==> src/rtl/path_store.sv <==
// Visited/predecessor store with relaxation updates and a
// predecessor-walking path trace streamed over valid/ready.
module path_store #(
  parameter int MAX_NODES   = 15,
  parameter int INDEX_WIDTH = 4
) (
  input  logic                             clock,
  input  logic                             reset,
  input  logic [INDEX_WIDTH-1:0]           number_of_nodes,
  input  logic                             set_en,
  input  logic                             update_en,
  input  logic [INDEX_WIDTH-1:0]           set_index,
  input  logic [INDEX_WIDTH-1:0]           set_prev,
  output logic [INDEX_WIDTH-1:0]           unvisited_nodes,
  output logic                             all_visited,
  output logic [MAX_NODES-1:0]             visited_vector,
  output logic [INDEX_WIDTH*MAX_NODES-1:0] prev_vector_flattened,
  input  logic                             trace_start,
  input  logic [INDEX_WIDTH-1:0]           trace_dest,
  output logic                             trace_busy,
  output logic                             trace_error,
  output logic                             path_valid,
  input  logic                             path_ready,
  output logic [INDEX_WIDTH-1:0]           path_node,
  output logic                             path_last
);

  localparam logic [INDEX_WIDTH-1:0] UNVISITED = '1;
  localparam logic [INDEX_WIDTH-1:0] ONE = INDEX_WIDTH'(1);

  typedef enum logic {
    IDLE,
    EMIT
  } state_t;

  logic [INDEX_WIDTH-1:0] prev_q [MAX_NODES];
  logic [INDEX_WIDTH-1:0] prev_d [MAX_NODES];
  logic [MAX_NODES-1:0]   visited_q, visited_d;
  logic [INDEX_WIDTH-1:0] unvisited_q, unvisited_d;

  state_t                 state_q, state_d;
  logic [INDEX_WIDTH-1:0] cur_q, cur_d;
  logic [INDEX_WIDTH-1:0] steps_q, steps_d;
  logic                   err_q, err_d;

  logic [INDEX_WIDTH-1:0] prev_cur;
  logic [INDEX_WIDTH-1:0] prev_dest;
  logic                   last_cond;
  logic                   in_range;

  assign in_range = set_index < number_of_nodes;

  // Write port: set_en wins over update_en; visited nodes are frozen.
  always_comb begin
    prev_d      = prev_q;
    visited_d   = visited_q;
    unvisited_d = unvisited_q;
    for (int j = 0; j < MAX_NODES; j++) begin
      if (set_index == INDEX_WIDTH'(j) && in_range && !visited_q[j]) begin
        if (set_en) begin
          visited_d[j] = 1'b1;
          prev_d[j]    = set_prev;
          if (unvisited_q != '0) unvisited_d = unvisited_q - ONE;
        end else if (update_en) begin
          prev_d[j] = set_prev;
        end
      end
    end
  end

  always_comb begin
    prev_cur  = UNVISITED;
    prev_dest = UNVISITED;
    for (int j = 0; j < MAX_NODES; j++) begin
      if (cur_q == INDEX_WIDTH'(j))      prev_cur  = prev_q[j];
      if (trace_dest == INDEX_WIDTH'(j)) prev_dest = prev_q[j];
    end
  end

  assign last_cond = (prev_cur == cur_q) || (prev_cur == UNVISITED) ||
                     (steps_q == number_of_nodes - ONE);

  always_comb begin
    state_d    = state_q;
    cur_d      = cur_q;
    steps_d    = steps_q;
    err_d      = err_q;
    path_valid = 1'b0;
    path_last  = 1'b0;
    path_node  = '0;
    unique case (state_q)
      IDLE: begin
        if (trace_start) begin
          if (trace_dest >= number_of_nodes || prev_dest == UNVISITED) begin
            err_d = 1'b1;
          end else begin
            err_d   = 1'b0;
            cur_d   = trace_dest;
            steps_d = '0;
            state_d = EMIT;
          end
        end
      end
      EMIT: begin
        path_valid = 1'b1;
        path_node  = cur_q;
        path_last  = last_cond;
        if (path_ready) begin
          if (last_cond) begin
            state_d = IDLE;
            if (prev_cur != cur_q) err_d = 1'b1;
          end else begin
            cur_d   = prev_cur;
            steps_d = steps_q + ONE;
          end
        end
      end
      default: state_d = IDLE;
    endcase
  end

  always_ff @(posedge clock) begin
    if (reset) begin
      for (int j = 0; j < MAX_NODES; j++) prev_q[j] <= UNVISITED;
      visited_q   <= '0;
      unvisited_q <= number_of_nodes;
      state_q     <= IDLE;
      cur_q       <= '0;
      steps_q     <= '0;
      err_q       <= 1'b0;
    end else begin
      for (int j = 0; j < MAX_NODES; j++) prev_q[j] <= prev_d[j];
      visited_q   <= visited_d;
      unvisited_q <= unvisited_d;
      state_q     <= state_d;
      cur_q       <= cur_d;
      steps_q     <= steps_d;
      err_q       <= err_d;
    end
  end

  always_comb begin
    prev_vector_flattened = '0;
    for (int j = 0; j < MAX_NODES; j++)
      prev_vector_flattened[INDEX_WIDTH*j +: INDEX_WIDTH] = prev_q[j];
  end

  assign unvisited_nodes = unvisited_q;
  assign all_visited     = (unvisited_q == '0);
  assign visited_vector  = visited_q;
  assign trace_busy      = (state_q != IDLE);
  assign trace_error     = err_q;

endmodule

==> config.mk <==
export PLATFORM = sky130hd
export DESIGN_NAME = path_store
export DESIGN_NICKNAME = d
export VERILOG_FILES = /design/src/rtl/path_store.sv
export SDC_FILE = /design/constraint.sdc
export NUM_CORES = 1
export LEC_CHECK = 0
export ABC_AREA = 1
export CAP_MARGIN = 30
export CORE_MARGIN = 2
export CORE_UTILIZATION = 58
export CTS_BUF_LIST = sky130_fd_sc_hd__clkbuf_2
export DETAILED_ROUTE_END_ITERATION = 10
export PLACE_DENSITY = 0.95
export SETUP_SLACK_MARGIN = 0.05
export SLEW_MARGIN = 40
export SYNTH_ARGS = -nofsm -noshare
export SYNTH_HDL_FRONTEND = slang
export SYNTH_SLANG_ARGS = --single-unit
==> constraint.sdc <==
create_clock -name clock -period 4 [get_ports clock]
set_input_delay 0.8 -clock clock [delete_from_list [all_inputs] [get_ports clock]]
set_output_delay 0.8 -clock clock [all_outputs]
set_load 0.03 [all_outputs]
* Word level (Yosys, flattened, before mapping) *
Cells that the tools add are included.

word-level totals
  logic and storage cells = 282
  register bits = 89
  input bits = 22
  output and inout bits = 88

operators by class
  $lt $le $gt $ge = 2
  add/sub/neg operators = 3
  bitwise logic cells = 1
  eq/ne operators = 53
  multiplexer cells = 102
  reduce and logical (&&, ||, !) cells = 86

operators by type and width
  operator                                                             number
  4-bit 2-to-1 mux                                                     87
  4-bit == test (second input constant)                                23
  2-bit AND reduction                                                  30
  4-bit by 3-bit == test with 1-bit output (second input constant)     12
  1-bit logical AND                                                    30
  4-bit by 2-bit == test with 1-bit output (second input constant)     6
  4-bit zero test                                                      4
  4-bit one-hot mux with 2 select lines                                2
  1-bit zero test                                                      15
  4-bit by 1-bit == test with 1-bit output (second input constant)     3
  1-bit 2-to-1 mux                                                     11
  4-bit == test                                                        2
  2-bit != test (second input constant)                                4
  4-bit AND reduction                                                  2
  4-bit by 1-bit subtractor with 4-bit output (second input constant)  2
  4-bit by 1-bit adder with 4-bit output (second input constant)       1
  4-bit greater-or-equal comparator                                    1
  4-bit less-than comparator                                           1
  2-bit by 1-bit != test with 1-bit output (second input constant)     2
  4-bit != test                                                        1
  1-bit one-hot mux with 2 select lines                                2
  4-bit nonzero test                                                   1
  1-bit logical OR                                                     3
  2-bit nonzero test                                                   1
  1-bit NOT                                                            1

* Depth between registers and ports, before layout *
Gate-level depths: netlist of the first run.

  depth after elaboration = 47
  mapped depth = 22
  gate-level depth less buffers = 22

* Least setup slack after synthesis of the first run *
Ideal clock, no wire load.

  kind = input to output
  start point = input port number_of_nodes[0]
  end point = output port path_last
  path slack = 1.096 ns
  required time = 3.200 ns
  path buffers = 0
  cell stages on the path = 7
  arrival = 2.104 ns
  path through = inv_1 > ha_1 > nand2_1 > nand4_1 > nor3_1 > nor2_2 > a21oi_1

on the way
  cells in the longest elaborated chain, start to end = 4

RTL lines
  item                                         RTL line  text
  start: declaration                           9         input logic [INDEX_WIDTH-1:0] number_of_nodes,
  4-bit by 1-bit subtractor with 4-bit output  81        (steps_q == number_of_nodes - ONE);
  4-bit == test                                81
  1-bit logical OR                             80        assign last_cond = (prev_cur == cur_q) || (prev_cur == UNVISITED) ||
  1-bit 2-to-1 mux                             91        unique case (state_q)
  end: declaration                             25        output logic path_last

Every way passes these cells.

* Worst setup path in the final report of the first run *
  start point = register cur_q[2]
  end point = output port path_last

on the way
  cells in the longest elaborated chain, start to end = 20
  elaborated cells between the ends (all ways) = 35

RTL lines
  item                               RTL line  text
  start: declaration                 42        logic [INDEX_WIDTH-1:0] cur_q, cur_d;
  start signal: assignment           136       cur_q <= cur_d;
  4-bit zero test                    75        if (cur_q == INDEX_WIDTH'(j)) prev_cur = prev_q[j];
  4-bit 2-to-1 mux (15 in a row)     75
  4-bit == test                      80
  1-bit logical OR (*) (2 in a row)  80
  1-bit 2-to-1 mux (*)               91

Mark *: on every way between the ends. The rest lies on a longest branch, timed or not.

==> flow_metrics.py, run 1 <==
metrics = {
    "run_status": {
        "status": "finished, final reports clean",
    },
    "global_routing": {
        "grt_max_degree": 51,
        "antenna_found_initial": 0,
        "grt_overflow": 0,
        "grt_pass1_wl_mm": 25.7,
        "grt_pass1_vias": 5270,
        "grt_use_total": 0.316,
    },
    "sta": {
        "worst_pin_slew_ns": 0.737,
        "min_period_over_period": 0.907,
        "worst_slack_ns": 0.374,
        "layout_min_cycle_time_ns": 3.63,
        "final_hold_viol_count": 0,
        "fmax_mhz": 276,
        "rsz0062_at_grt": "no",
        "maxSlewHeadroom": 0.507,
        "setup_viol": 0,
        "fin_worst_skew_ns": 0.0228,
        "drv_slew": 0,
        "fin_setup_tns_ns": 0,
    },
    "setup_path": {
        "slowest_delay_ns": 0.45,
        "cp.depth": 15,
        "critical_path_class": "reg -> out",
        "required_ns": 3.20,
        "path_max_fanout": 13,
        "critPathBufInv": 1,
        "critical-path-top-delay-family": "simple AND/OR/NAND/NOR gates",
        "crit_path_start_kind": "flip-flop",
        "worstRegToRegCells": 19,
        "cp-end-kind": "primary output",
        "crit_chain": "nor2_4, nand2_1, or2_1, nand4_1, nor2_1, nand4_1, nor2_1, nand4_1, nand2_2, nand2_1, nand2_1, nor2_1, nand2_2, a21oi_1, clkbuf_2",
        "cp.arrival_ns": 2.83,
        "slowest_stage": "dfxtp_4",
    },
    "cts": {
        "cts_sinks": 89,
        "worstSkewPairLatency_ns": 0.55,
        "cts_buffer_depth": 2,
        "cts.clk_slew.worst_paths_ns": 0.23,
        "hold_buffers": 0,
        "cts_root_buf": "clkbuf_2",
        "cts-buffers-inserted": 9,
        "cts_tree": "done",
        "cts_max_level": 3,
    },
    "synth": {
        "synth-compound-area-share": 0.190,
        "ys_seq_area_frac": 0.322,
        "synth_top_area_share": 0.322,
        "synth-edff-count": 0,
        "synth_cell_type_count": 48,
        "synthAdderAreaFrac": 0.0249,
        "synth-main-ff-cell": "dfxtp_1",
        "synth_seq_cells": 89,
        "synth_top_area_cell": "dfxtp_1",
        "synth_cells": 825,
        "synth_mux_area_frac": 0,
        "ys_warn_count": 0,
        "synthTopCellsByArea": "dfxtp_1 32%, nand2_1 12%, inv_1 7.5%",
        "syn_nets": 858,
        "ys_async_sr_fraction": 0,
        "synth-xor-area-share": 0.0111,
        "synthesis.area_um2": 5530,
        "syn_avg_cell_area_um2": 6.71,
        "synthSimpleGateAreaFrac": 0.333,
        "synth_top_family_by_area": "simple AND/OR/NAND/NOR gates",
    },
    "route": {
        "drtAntennaViolNets": 0,
        "drc": 0,
        "viasPerCell": 5.64,
        "drt_iter0_drc": 503,
        "dr.pass1.iters": 7,
        "drt_wl_total_mm": 16.4,
        "num_vias": 5959,
        "wl_per_cell_um": 15.5,
    },
    "floorplanning": {
        "core_um2": 9240,
        "chipHeight_um": 102,
        "dieWidth_um": 102,
        "rows": 35,
        "die_area_um2": 10300,
        "num_io_pins": 110,
        "start_util": 0.599,
    },
    "pwr": {
        "leakage_uw": 0.00315,
        "ir_drop_v": 0.000177,
        "p_per_area_nw_per_um2": 276,
    },
    "layout": {
        "antenna_cells": 0,
        "final_cells": 1056,
        "fin_nets": 957,
        "drive_gt1_frac": 0.0982,
        "syn2layout_area_growth_pct": 22.1,
    },
    "place": {
        "hpwlAfterDp_mm": 12.6,
        "numPortBuffers": 109,
        "post-place-ws_ns": 0.0377,
        "routabilityCongestion": 1.01,
        "dp.cells": 1042,
    },
    "min_path": {
        "min_path_type": "reg -> reg",
        "holdPathStages": 2,
    },
    "job": {
        "max-cap-violations": 0,
    },
}
==> placed cells by master, fill, tap and decap left out, drive strengths merged, types with 5 or more instances in the layout <==
| cell type | n |
|---|---|
| inv | 123 |
| nand4 | 20 |
| dfxtp | 89 |
| clkdlybuf4s50 | 108 |
| nor2 | 111 |
| o22ai | 5 |
| or2 | 9 |
| nand3 | 38 |
| nand2 | 184 |
| xnor2 | 5 |
| o211ai | 26 |
| nor3 | 25 |
| clkbuf | 10 |
| ha | 11 |
| buf | 6 |
| a21oi | 64 |
| o21ai | 54 |
| o21a | 16 |
==> worst paths after layout <==
path                from           to  slack [ns]
max reg2reg     cur_q[1]   steps_q[2]        1.32
max             cur_q[2]    path_last        0.37
min          trace_error  trace_error        0.47
min reg2reg  trace_error  trace_error        0.47
==> cell type report <==
type | count | area, µm²
Multi-Input combinational cell | 587 | 3100
Timing Repair Buffer | 115 | 1130
Clock inverter | 5 | 56.3
Sequential cell | 89 | 1790
Fill cell | 741 | 2480
Tap cell | 129 | 161
Inverter | 122 | 465
Clock buffer | 9 | 45.0
==> logic make-up after synthesis <==
| group | after synthesis |
|---|---|
| AO/OA/AOI/OAI | 175 |
| adder cells (fa/ha/maj) | 11 |
| AND/OR/NAND/NOR | 394 |
| XOR/XNOR | 7 |
| buffers and inverters | 149 |
| flip-flops | 89 |
==> metal layers <==
layer,GRT usage,vias up,wire length [µm]
li1,-,2906,-
met1,0.426,2648,6890
met2,0.517,344,7450
met3,0.0386,61,1490
met4,0.121,0,536
met5,0,-,0
==> synth_stat cells, types with 6 or more instances <==
| cell type | instances |
|---|---|
| a21oi_1 | 57 |
| a21oi_2 | 7 |
| clkbuf_1 | 11 |
| dfxtp_1 | 89 |
| ha_1 | 11 |
| inv_1 | 111 |
| inv_2 | 9 |
| nand2_1 | 176 |
| nand2_2 | 6 |
| nand3_1 | 30 |
| nand3_2 | 7 |
| nand4_1 | 16 |
| nor2_1 | 94 |
| nor2_2 | 11 |
| nor3_1 | 25 |
| o211ai_1 | 26 |
| o21a_1 | 16 |
| o21ai_0 | 50 |
| or2_2 | 6 |
==> tightest hold or removal path: cells and delay by family, from the launching register on <==
| kind | cells | cell delay [ns] |
|---|---|---|
| flip-flops | 1 | 0.36 |
| buffers and inverters | 1 | 0.04 |
| AO/OA/AOI/OAI | 1 | 0.05 |
==> state kept, by name (all words and copies together), names as in the netlist <==
| signal | count |
|---|---|
| cur_q | 4 |
| prev_vector_flattened | 60 |
| steps_q | 4 |
| trace_busy | 1 |
| trace_error | 1 |
| unvisited_nodes | 4 |
| visited_vector | 15 |
==> report_power, final <==
group	internal (µW)	switching [µW]
clock	138	318
sequential	919	42.5
combinational	158	288
total	1220	649
==> what timing repair did <==
item / in CTS / in global routing
endpoints found under the setup margin: 1 / 1
pin swaps: 0 / 0
gates resized for setup: 8 / 5
buffers inserted: 0 / 0
==> per-stage QoR <==
step / instance area, µm² / power, µW / hold slack, ns / util
after floorplan: 5530 / 1280 / 0.484 / -
after global placement: 6640 / 1400 / 0.441 / 0.719
after detailed placement: 6640 / 1410 / 0.447 / 0.719
after CTS: 6750 / 1850 / 0.473 / 0.731
after global routing: 6760 / 1950 / 0.501 / 0.731
final: 6760 / 1860 / 0.466 / 0.731
Note: power is estimated with default switching activity, not from simulation.
==> run 2: changes to the inputs <==
--- a/config.mk
+++ b/config.mk
@@ -17,3 +17,4 @@
 export SYNTH_ARGS = -nofsm -noshare
 export SYNTH_HDL_FRONTEND = slang
 export SYNTH_SLANG_ARGS = --single-unit
+export TNS_END_PERCENT = 5
==> results of run 2 <==
Same layout as run 1: the final DEF is identical, and so are final timing and power.
